$ cat config.mk
export PLATFORM = sky130hd
export DESIGN_NAME = svc_rv_rvfi_monitor
export DESIGN_NICKNAME = d
export VERILOG_FILES = /design/src/rtl/svc_rv_rvfi_monitor.sv
export SDC_FILE = /design/constraint.sdc
export NUM_CORES = 1
export LEC_CHECK = 0
export ABC_AREA = 1
export BUFFER_PORTS_ARGS = -buffer_cell sky130_fd_sc_hd__buf_2
export CAP_MARGIN = 20
export CORE_AREA = 2 2 203 205
export DETAILED_ROUTE_END_ITERATION = 6
export DIE_AREA = 0 0 205 207
export PLACE_DENSITY = 0.67
export SYNTH_ARGS = -nofsm -noshare
export SYNTH_HDL_FRONTEND = slang
export SYNTH_SLANG_ARGS = --single-unit
export TNS_END_PERCENT = 30
$ cat constraint.sdc
create_clock -name clk -period 2.24 [get_ports clk]
set_input_delay 0.448 -clock clk [delete_from_list [all_inputs] [get_ports clk]]
set_output_delay 0.448 -clock clk [all_outputs]
set_load 0.1 [all_outputs]
$ cat src/rtl/svc_rv_rvfi_monitor.sv
// Passive RVFI retirement monitor.
// Counts cycles and retired instructions while running. Checks retirement
// order and PC continuity, and watches for traps, halts and hangs. It latches
// one sticky verdict (pass, or fail with an error code and offending PC).
module svc_rv_rvfi_monitor #(
  parameter int XLEN    = 32,
  parameter int CNT_W   = 32,
  parameter int TIMEOUT = 4096
) (
  input  logic             clk,
  input  logic             rst,
  input  logic             rvfi_valid,
  input  logic [63:0]      rvfi_order,
  input  logic [31:0]      rvfi_insn,
  input  logic [XLEN-1:0]  rvfi_pc_rdata,
  input  logic [XLEN-1:0]  rvfi_pc_wdata,
  input  logic             rvfi_trap,
  input  logic             rvfi_halt,
  output logic [CNT_W-1:0] cycles,
  output logic [CNT_W-1:0] instret,
  output logic             done,
  output logic             pass,
  output logic [2:0]       err_code,
  output logic [XLEN-1:0]  err_pc
);

  localparam logic [1:0] ST_RUN  = 2'd0;
  localparam logic [1:0] ST_PASS = 2'd1;
  localparam logic [1:0] ST_FAIL = 2'd2;

  localparam logic [2:0] ERR_NONE    = 3'd0;
  localparam logic [2:0] ERR_ORDER   = 3'd1;
  localparam logic [2:0] ERR_PC      = 3'd2;
  localparam logic [2:0] ERR_TRAP    = 3'd3;
  localparam logic [2:0] ERR_TIMEOUT = 3'd4;

  localparam int WD_W = 32;
  localparam logic [WD_W-1:0] WD_LAST = (TIMEOUT > 0) ? WD_W'(TIMEOUT - 1) : '0;

  logic [1:0]      state;
  logic [63:0]     expected_order;
  logic            have_prev;
  logic [XLEN-1:0] prev_pc_wdata;
  logic [WD_W-1:0] watchdog;
  logic [2:0]      retire_err;
  logic            timeout_hit;

  // The instruction word exists only for trace hookup and feeds no check.
  logic unused_insn;
  assign unused_insn = ^rvfi_insn;

  // Counter increment that sticks at all-ones instead of wrapping.
  function automatic logic [CNT_W-1:0] sat_inc(input logic [CNT_W-1:0] v);
    return (&v) ? v : v + CNT_W'(1);
  endfunction

  // Evaluate retire checks in parallel; the highest-priority failure wins.
  always_comb begin
    retire_err = ERR_NONE;
    if (rvfi_valid) begin
      if (rvfi_order != expected_order)
        retire_err = ERR_ORDER;
      else if (have_prev && (rvfi_pc_rdata != prev_pc_wdata))
        retire_err = ERR_PC;
      else if (rvfi_trap)
        retire_err = ERR_TRAP;
    end
  end

  // A retire on the same cycle as the last watchdog tick rescues the run.
  assign timeout_hit = (TIMEOUT > 0) && !rvfi_valid && (watchdog == WD_LAST);

  // Verdict state machine, counters and retirement tracking.
  always_ff @(posedge clk) begin
    if (rst) begin
      state          <= ST_RUN;
      cycles         <= '0;
      instret        <= '0;
      done           <= 1'b0;
      pass           <= 1'b0;
      err_code       <= ERR_NONE;
      err_pc         <= '0;
      expected_order <= '0;
      have_prev      <= 1'b0;
      prev_pc_wdata  <= '0;
      watchdog       <= '0;
    end else if (state == ST_RUN) begin
      cycles   <= sat_inc(cycles);
      watchdog <= rvfi_valid ? '0 : watchdog + WD_W'(1);
      if (rvfi_valid) begin
        if (retire_err != ERR_NONE) begin
          state    <= ST_FAIL;
          done     <= 1'b1;
          pass     <= 1'b0;
          err_code <= retire_err;
          err_pc   <= rvfi_pc_rdata;
        end else begin
          instret        <= sat_inc(instret);
          expected_order <= expected_order + 64'd1;
          prev_pc_wdata  <= rvfi_pc_wdata;
          have_prev      <= 1'b1;
          if (rvfi_halt) begin
            state    <= ST_PASS;
            done     <= 1'b1;
            pass     <= 1'b1;
            err_code <= ERR_NONE;
          end
        end
      end else if (timeout_hit) begin
        state    <= ST_FAIL;
        done     <= 1'b1;
        pass     <= 1'b0;
        err_code <= ERR_TIMEOUT;
        err_pc   <= prev_pc_wdata;
      end
    end
  end

endmodule

After elaboration in Yosys (flattened, before gate mapping)
Index checks and enable logic that the tools add are counted.

Register bits: 232. Output and inout bits: 101.

Add/sub/neg operators: 4. Equal/unequal tests: 5. Mux-type cells: 23. Bitwise operators: 3. Reductions and logical operators: 13.

Operator list (count): $mux 32 (4); $add 32x1->32 const B (3); $add 64x1->64 const B (1); $ne 64x64->1 (1); $reduce_and 32->1 (2); $eq 32x12->1 const B (1); $ne 32x32->1 (1); $mux 3 (5); $mux 2 (7); $reduce_and 3->1 (3); $mux 1 (7); $reduce_and 4->1 (1); $ne 3x1->1 const B (1); $not 1->1 (3); $reduce_bool 3->1 (1); $logic_and 1x1->1 (2); $logic_not 2->1 (1); $ne 2x1->1 const B (1); $reduce_and 2->1 (1); $reduce_bool 2->1 (1); $logic_not 1->1 (1).

Depth between registers and ports, before layout
Gate-level depths: netlist of run 1.

Depth after elaboration: 8. Depth in mapped cells: 17. Depth with buffers taken out: 16.

Worst setup path after synthesis of run 1
OpenSTA, ideal clock, no wires.

Kind: register to register. From: reg instret[1]. To: reg instret[6]. Library setup time: 0.070 ns. Arrival: 2.788 ns. Required time: 2.170 ns. Setup slack: -0.619 ns. Cell stages (with the launch flop): 11. Cell sequence: dfxtp_1 > ha_1 > nand3_1 > nor2_1 > inv_1 > nor4_2 > nand4_1 > nand4_1 > buf_2 > nand2_1 > a21oi_1.

Cells in the longest elaborated chain, start to end: 3.

Ends and longest elaborated chain: from (decl) (RTL line 20) `output logic [CNT_W-1:0] instret,`; from (signal assigned) (RTL line 98) `instret <= sat_inc(instret);`; branches (longest 3 deep; another with $add 32x1->32).

Parallel ways; which one is timed is not known. A chain may end at the register's enable or synchronous reset.

Worst setup path after layout of run 1
From: reg expected_order[54]. To: reg expected_order[8].

Cells in the longest elaborated chain, start to end: 6.

Ends and longest elaborated chain: from (decl) (RTL line 41) `logic [63:0] expected_order;`; from (signal assigned) (RTL line 99) `expected_order <= expected_order + 64'd1;`; $ne 64x64->1 (RTL line 61) `if (rvfi_order != expected_order)`; $mux 2 (RTL line 61); $mux 3 (RTL line 60) `if (rvfi_valid) begin`; $reduce_bool 3->1 (RTL line 91) `if (retire_err != ERR_NONE) begin`; $not 1->1 (no line); $reduce_and 3->1 (no line).

Every way passes these cells.

==> impl_results.md, run 1 <==
- DP HPWL: 36.6 mm
- Synth Area in Simple Gates: between 30% and 40%
- Worst stage delay on the critical path: roughly 350 ps
- I/O Buffers: roughly 230
- Worst Setup End Kind: flop
- Dpl ws: -497 ps
- Ratio of final minimum period to clock period: 107%
- Synth Area in Adders: 0.359%
- Ys Warns: 0
- Final nets: around 2.8k
- Met2 GRT Util: around two fifths
- Finish-stage setup viols: approximately 140
- DR iter-0 viols: around 960
- Worst Tran Pin Value: 567 ps
- Placeable Area: around 40000 um2
- Largest net degree at the start of global routing: around 100
- Most used cell, CP: nand2_1
- Chip height: 207 um
- Upper clock frequency limit: approximately 0.42 GHz
- Max-Cap Viols: 0
- Die X: ~210 um
- Final Worst Setup Slack: -160 ps
- LEAKAGE: 8.05 nW
- Layout cell share with drive strength beyond 1: about 28%
- Distinct cells, synth: 40
- Critical path's slowest cell: dfxtp_2
- Worst EP required: 2640 ps
- Routed len/inst: ~16 um
- Status: complete, but fails checks
- Grt peak-use layer: met2
- Synth Area in Compound Gates: between 10% and 20%
- DR vias: roughly 16k
- CTS root buf: clkbuf_16
- H-tree levels: 1
- Syn_nets: 2395
- First-pass GRT wire length: just under 80 mm
- CTS tree: built
- Die area: 42400 um2
- Synthesized instance count: approximately 2.2k
- DRC: 0
- Area share of xor/xnor cells in the synthesized design: about 8.3%
- Mapped Area: roughly 14000 um2
- Final Max Tran Viols: 0
- Unrepaired setup endpoints after global routing: yes
- Via-to-Cell Ratio: around 5.0
- Vias in the first global route: around 15k
- Met3 Track Usage GR: 3.23%
- Mux cell area share after synthesis: 0%
- Sink Count: approximately 230
- Fin area: roughly 19000 um2
- TritonCTS Buffers: 29
- Worst Path Max Fanout: 7
- Type of origin of the critical path: flop
- Worst hold path type: input pin to flop
- Area Growth Syn to Fin: 36.8%
- Clock-pin slew on the worst setup and hold paths: 60 ps
- Largest family of logic cells by synthesized area: simple AND/OR/NAND/NOR gates
- Final ANT Viol Nets: 0
- GRT Total Usage: ~22%
- Initial Util: roughly a third
- Drt first pass iters: 5
- Initial antenna violation count: 9
- Mean post-synth cell area: about 6.3 um2
- Seq/Total Area, Yosys: 33.1%
- Final Hold Vio Count: 0
- Min cycle time layout: roughly 2400 ps
- Flops & latches, synth: 231
- RePlAce Congestion: around 0.96
- Worst-path cell chain: inv_2 -> nand2_1 -> nand2_1 -> nor2_2 -> inv_1 -> nor2_1 -> nand2_1 -> nor2_2 -> nand2_2 -> nor2_4 -> nand4_4 -> nor2_4 -> buf_12 -> buf_12 -> buf_12 -> inv_12 -> clkbuf_16 -> nand2_1 -> a21oi_1
- IO Count: around 270
- Clock skew: 18.8 ps
- Clk_lat worst skew: between 500 and 600 ps
- WP data arrival: roughly 2800 ps
- Peak supply drop: 585 uV
- Grt total ovfl: 0
- Relative max-transition margin: 61.9%
- WS Path Type: flop to flop
- Grt met1 use: ~28%
- Placed Area: 17100 um2
- Post-Route WL: 51.0 mm
- Row cnt: 74
- Cell Pwr Density: approximately 540 nW/um2
- Violated checks: setup timing
- Longest Clk Path Bufs: 3
[worst paths after layout]
check                                        start                 to  slack (ps)  cells past startpoint
worst min-delay path              rvfi_pc_wdata[6]   prev_pc_wdata[6]         150                      3
worst min register to register         watchdog[4]        watchdog[4]         450                      2
worst max register to register  expected_order[54]  expected_order[8]        -160                     19
worst max-delay path            expected_order[54]  expected_order[8]        -160                     19
[logic make-up (layout without fill, tap and decap cells)]
logic type,Yosys count,after routing
and+or+nand+nor,1140,1140
buffers and inverters,364,803
AOI/OAI and AO/OA,355,355
DFF,231,231
xor gates and xnor gates,132,132
adders and majority gates,4,4
other,0,4
[flip-flops by register name (all words and copies together) (netlist names)]
register and cells:
expected_order 64, cycles 32, err_pc 32, instret 32, prev_pc_wdata 32, watchdog 32, err_code 3, state 2
done 1, have_prev 1
[cells in the mapped netlist, drive strengths merged]
cell / number / area, um2
o21ai: 149 / 746
nor2: 264 / 1030
nand3b: 3 / 22.5
o21bai: 3 / 22.5
nor4: 29 / 188
xor2: 84 / 736
and3: 5 / 31.3
or2: 3 / 18.8
buf: 41 / 274
a21oi: 193 / 966
nand2: 636 / 2410
o221ai: 1 / 8.76
a31oi: 4 / 25.0
dfxtp: 231 / 4620
a21boi: 1 / 7.51
nand3: 56 / 295
o211a: 1 / 10.0
nand4: 67 / 425
inv: 287 / 1080
o21a: 2 / 15.0
nor3: 69 / 355
and2: 2 / 12.5
nor3b: 6 / 45.0
a211oi: 1 / 7.51
clkbuf: 36 / 135
xnor2: 48 / 420
ha: 4 / 50.1
[placed cells by master (no fill, tap or decap), types with 9 or more instances in the layout]
cell and instances:
a21oi_2 24, nor4_1 26, o21ai_2 18, nand2_2 30
nor2_4 10, dfxtp_1 152, nand3_1 51, nand2_1 603
a21oi_1 169, buf_4 197, nor3_1 62, dfxtp_2 70
o21ai_1 59, clkbuf_16 38, inv_2 11, nor2_2 25
buf_2 232, xor2_1 84, buf_12 14, xnor2_1 46
inv_1 274, nand4_1 66, dfxtp_4 9, o21ai_0 71
nor2_1 229
[layer usage]
layer	vias to the layer above	share of wire [%]
met5	-	0.14
met4	10	2.9
met3	90	5.4
met2	476	49
met1	7377	42
li1	7953	-
[cell type report]
class / count / area (um2)
diodes: 4 / 10.0
clock buffers: 36 / 803
clock inverters: 18 / 125
fillers: 4133 / 21300
inverters: 287 / 1090
multi-input cells: 1631 / 8280
flip-flops and latches: 231 / 4750
well taps: 532 / 666
repair buffers: 462 / 3370
[critical path: cells and delay by family (launching register included)]
kind                   cells  cell delay, ps
buffers and inverters      7             670
and+or+nand+nor           11            1150
AOI/OAI and AO/OA          1              60
DFF                        1             350
[metrics by stage]
| step | cells | setup TNS (ps) | hold slack [ps] | util [%] | total power, mW |
|---|---|---|---|---|---|
| 6_report | 3201 | -12800 | 152 | 47.3 | 10.4 |
| 5_1_grt | 3201 | -35760 | 133 | 47.3 | 10.8 |
| 4_1_cts | 3189 | -12050 | 125 | 45.9 | 10.4 |
| 3_3_place_gp | 3111 | -60890 | 437 | 42.3 | 5.79 |
| 2_1_floorplan | 2226 | 0 | 423 | - | 5.38 |
| 3_5_place_dp | 3111 | -62780 | 443 | 42.3 | 5.81 |
[what timing repair did]
action,CTS,global route
hold buffers,0,0
setup buffers,17,2
gates resized for setup,98,162
setup endpoints to repair,166,192
pin swaps,24,24
gates cloned,8,8
[report_power, final]
part           switching [mW]  internal, mW  total (mW)
clock                    1.89          2.65        4.54
sequential             0.0779          4.22        4.30
combinational            1.09         0.458        1.55
No activity file was read; power rests on OpenSTA's default activity.
==> run 2: changes to the inputs <==
--- a/config.mk
+++ b/config.mk
@@ -8,9 +8,10 @@
 export ABC_AREA = 1
 export BUFFER_PORTS_ARGS = -buffer_cell sky130_fd_sc_hd__buf_2
 export CAP_MARGIN = 20
-export CORE_AREA = 2 2 203 205
+export CORE_AREA = 2 2 186 224
+export CTS_CLUSTER_DIAMETER = 80
 export DETAILED_ROUTE_END_ITERATION = 6
-export DIE_AREA = 0 0 205 207
+export DIE_AREA = 0 0 188 226
 export PLACE_DENSITY = 0.67
 export SYNTH_ARGS = -nofsm -noshare
 export SYNTH_HDL_FRONTEND = slang
==> run 2 against run 1 <==
Effect of this change: the flow still finishes with violations (setup timing); sequential power about the same; global-route usage decreased by 0.059 points; final cell count grew 0.78%; critical path type unchanged; maximum frequency up 2.6%; clock skew up 1.5 ps; register-to-register slack better by 60 ps.
==> impl_results.md, run 2 (synthesized netlist as in run 1, its figures left out) <==
- Initial antenna violation count: 10 (was 9)
- Clock-pin slew on the worst setup and hold paths: 60 ps (about the same)
- Final Max Tran Viols: 0 (unchanged)
- Largest register by flop count: expected_order (unchanged)
- Post-Route WL: 51.9 mm (was 51.0 mm)
- I/O Buffers: 233 (unchanged)
- DR vias: 16.1k (was 15.9k)
- Worst Path Max Fanout: 5 (was 7)
- DP HPWL: 37.3 mm (was 36.6 mm)
- Worst Setup End Kind: flop (unchanged)
- Layout cell share with drive strength beyond 1: 29.3% (was 27.5%)
- Peak supply drop: 501 uV (was 585 uV)
- Grt total ovfl: 0 (unchanged)
- Clock skew: 20.3 ps (was 18.8 ps)
- Ratio of final minimum period to clock period: 104% (was 107%)
- WP data arrival: 2820 ps (was 2800 ps)
- Fin Setup TNS: -2330 ps (was -12800 ps)
- CTS root buf: clkbuf_16 (unchanged)
- Upper clock frequency limit: 0.428 GHz (was 0.417 GHz)
- Most used cell, CP: nand2_1 (unchanged)
- CTS tree: built (unchanged)
- Min cycle time layout: 2340 ps (was 2400 ps)
- Fin area: 19500 um2 (was 19100 um2)
- Critical path's slowest cell: dfxtp_2 (unchanged)
- IO Count: 266 (unchanged)
- Final ANT Viol Nets: 0 (unchanged)
- Row cnt: 81 (was 74)
- Worst hold path type: input pin to flop (unchanged)
- Finished Layout Cells: 3226 (was 3201)
- First-pass GRT wire length: 76.2 mm (was 76.9 mm)
- Die area: 42500 um2 (was 42400 um2)
- Final nets: 2827 (was 2811)
- Unrepaired setup endpoints after global routing: yes (unchanged)
- Placed Area: 17200 um2 (was 17100 um2)
- Violated checks: setup timing (unchanged)
- Commonest non-fill, non-tap cell in the layout: nand2_1 (unchanged)
- Cell Pwr Density: 548 nW/um2 (was 544 nW/um2)
- Worst EP required: 2720 ps (was 2640 ps)
- Chip height: 226 um (was 207 um)
- Worst stage delay on the critical path: 340 ps (was 350 ps)
- Type of origin of the critical path: flop (unchanged)
- Clk_lat worst skew: 570 ps (was 560 ps)
- Max-Cap Viols: 0 (unchanged)
- Worst-path cell chain: inv_2 -> nand2_1 -> nand2_1 -> nor2_1 -> buf_4 -> inv_2 -> nor2_1 -> nand2_1 -> nor2_1 -> nand2_2 -> nor2_4 -> nand4_4 -> nor2_4 -> buf_12 -> buf_12 -> buf_12 -> buf_8 -> nand2_1 -> a21oi_1 (was inv_2 -> nand2_1 -> nand2_1 -> nor2_2 -> inv_1 -> nor2_1 -> nand2_1 -> nor2_2 -> nand2_2 -> nor2_4 -> nand4_4 -> nor2_4 -> buf_12 -> buf_12 -> buf_12 -> inv_12 -> clkbuf_16 -> nand2_1 -> a21oi_1)
- Relative max-transition margin: 40.9% (was 61.9%)
- Worst Tran Pin Value: 887 ps (was 567 ps)
- Number of flip-flops under the largest register name: 64 (unchanged)
- Vias in the first global route: 14.9k (about the same)
- WS Path Type: flop to flop (unchanged)
- Reg2reg start: expected_order[6] (was expected_order[54])
- Final Hold Vio Count: 0 (unchanged)
- LEAKAGE: 8.35 nW (was 8.05 nW)
- Placeable Area: 40400 um2 (about the same)
- Most frequent cells in the layout: nand2_1, inv_1, buf_2 (unchanged)
- DRC: 0 (unchanged)
- Via-to-Cell Ratio: 4.99 (was 4.97)
- Hold_sp: rst (was rvfi_pc_wdata[6])
- Die X: 188 um (was 205 um)
- TritonCTS Buffers: 28 (was 29)
- Final Worst Setup Slack: -98.2 ps (was -160 ps)
- Longest Clk Path Bufs: 3 (unchanged)
- Drt first pass iters: 6 (was 5)
- Largest net degree at the start of global routing: 64 (was 98)
- Initial Util: 34.5% (was 34.6%)
- Status: complete, but fails checks (unchanged)
- Crit path from: expected_order[6] (was expected_order[54])
- GRT Total Usage: 22.3% (was 22.4%)
- Sink Count: 231 (unchanged)
- Fillers: 4041 (was 4133)
- Routed len/inst: 16.1 um (was 15.9 um)
- Final core utilization: 48.3% (was 47.3%)
- Finish-stage setup viols: 76 (was 138)
- DR iter-0 viols: 962 (was 957)
- RePlAce Congestion: 0.967 (was 0.955)
- Area Growth Syn to Fin: 40.0% (was 36.8%)
- Placed insts: 3126 (was 3111)
- H-tree levels: 1 (unchanged)
run 2: cell type report:
class                      instances  area (um2)  share of cell area [%]
tap                              539         674                    3.45
clock inverter                    11         138                   0.705
inverter                         287        1090                    5.59
multi-input combinational       1631        8500                    43.5
sequential                       231        4740                    24.3
clock buffer                      40         826                    4.23
antenna                            8        20.0                   0.102
timing repair buffer             479        3540                    18.1
run 2: routing by layer:
layer,share of wire (%),GRT usage [%],up-vias
li1,-,-,7994
met1,39,25.6,7391
met2,50,40.1,548
met3,5.9,3.54,153
met4,5.3,11.1,4
met5,0.056,0,-
run 2: worst max-delay path: cells and delay by family (launching register included):
family | cells | cell delay (ps)
AO/OA/AOI/OAI | 1 | 110
flip-flops | 1 | 340
AND/OR/NAND/NOR | 11 | 1090
buffers and inverters | 7 | 730
run 2: final timing paths:
| path | to | cells past startpoint | slack (ps) |
|---|---|---|---|
| max | expected_order[18] | 19 | -100 |
| min | state[1] | 2 | 90 |
| max reg2reg | expected_order[18] | 19 | -100 |
| min reg2reg | watchdog[4] | 2 | 450 |
run 2: metrics by stage:
| step | hold slack [ps] | setup slack, ps | total power, mW |
|---|---|---|---|
| after detailed placement | 442 | -446 | 5.83 |
| after floorplan | 423 | 10.0 | 5.38 |
| after CTS | 61.1 | -55.9 | 10.6 |
| final | 89.1 | -98.2 | 10.7 |
| after global routing | 78.1 | -263 | 11.1 |
| after global placement | 437 | -438 | 5.81 |
run 2: repair_timing:
| action | in CTS | in global routing |
|---|---|---|
| hold buffers | 0 | 0 |
| setup buffers | 10 | 14 |
| gates resized for setup | 61 | 232 |
| pin swaps | 25 | 54 |
| endpoints found under the hold margin | 0 | 0 |
| setup endpoints to repair | 164 | 191 |
| gates cloned | 5 | 14 |
run 2: power by group:
| part | switching (mW) | internal (mW) |
|---|---|---|
| clock network | 1.93 | 2.80 |
| registers | 0.0891 | 4.22 |
| logic | 1.13 | 0.513 |
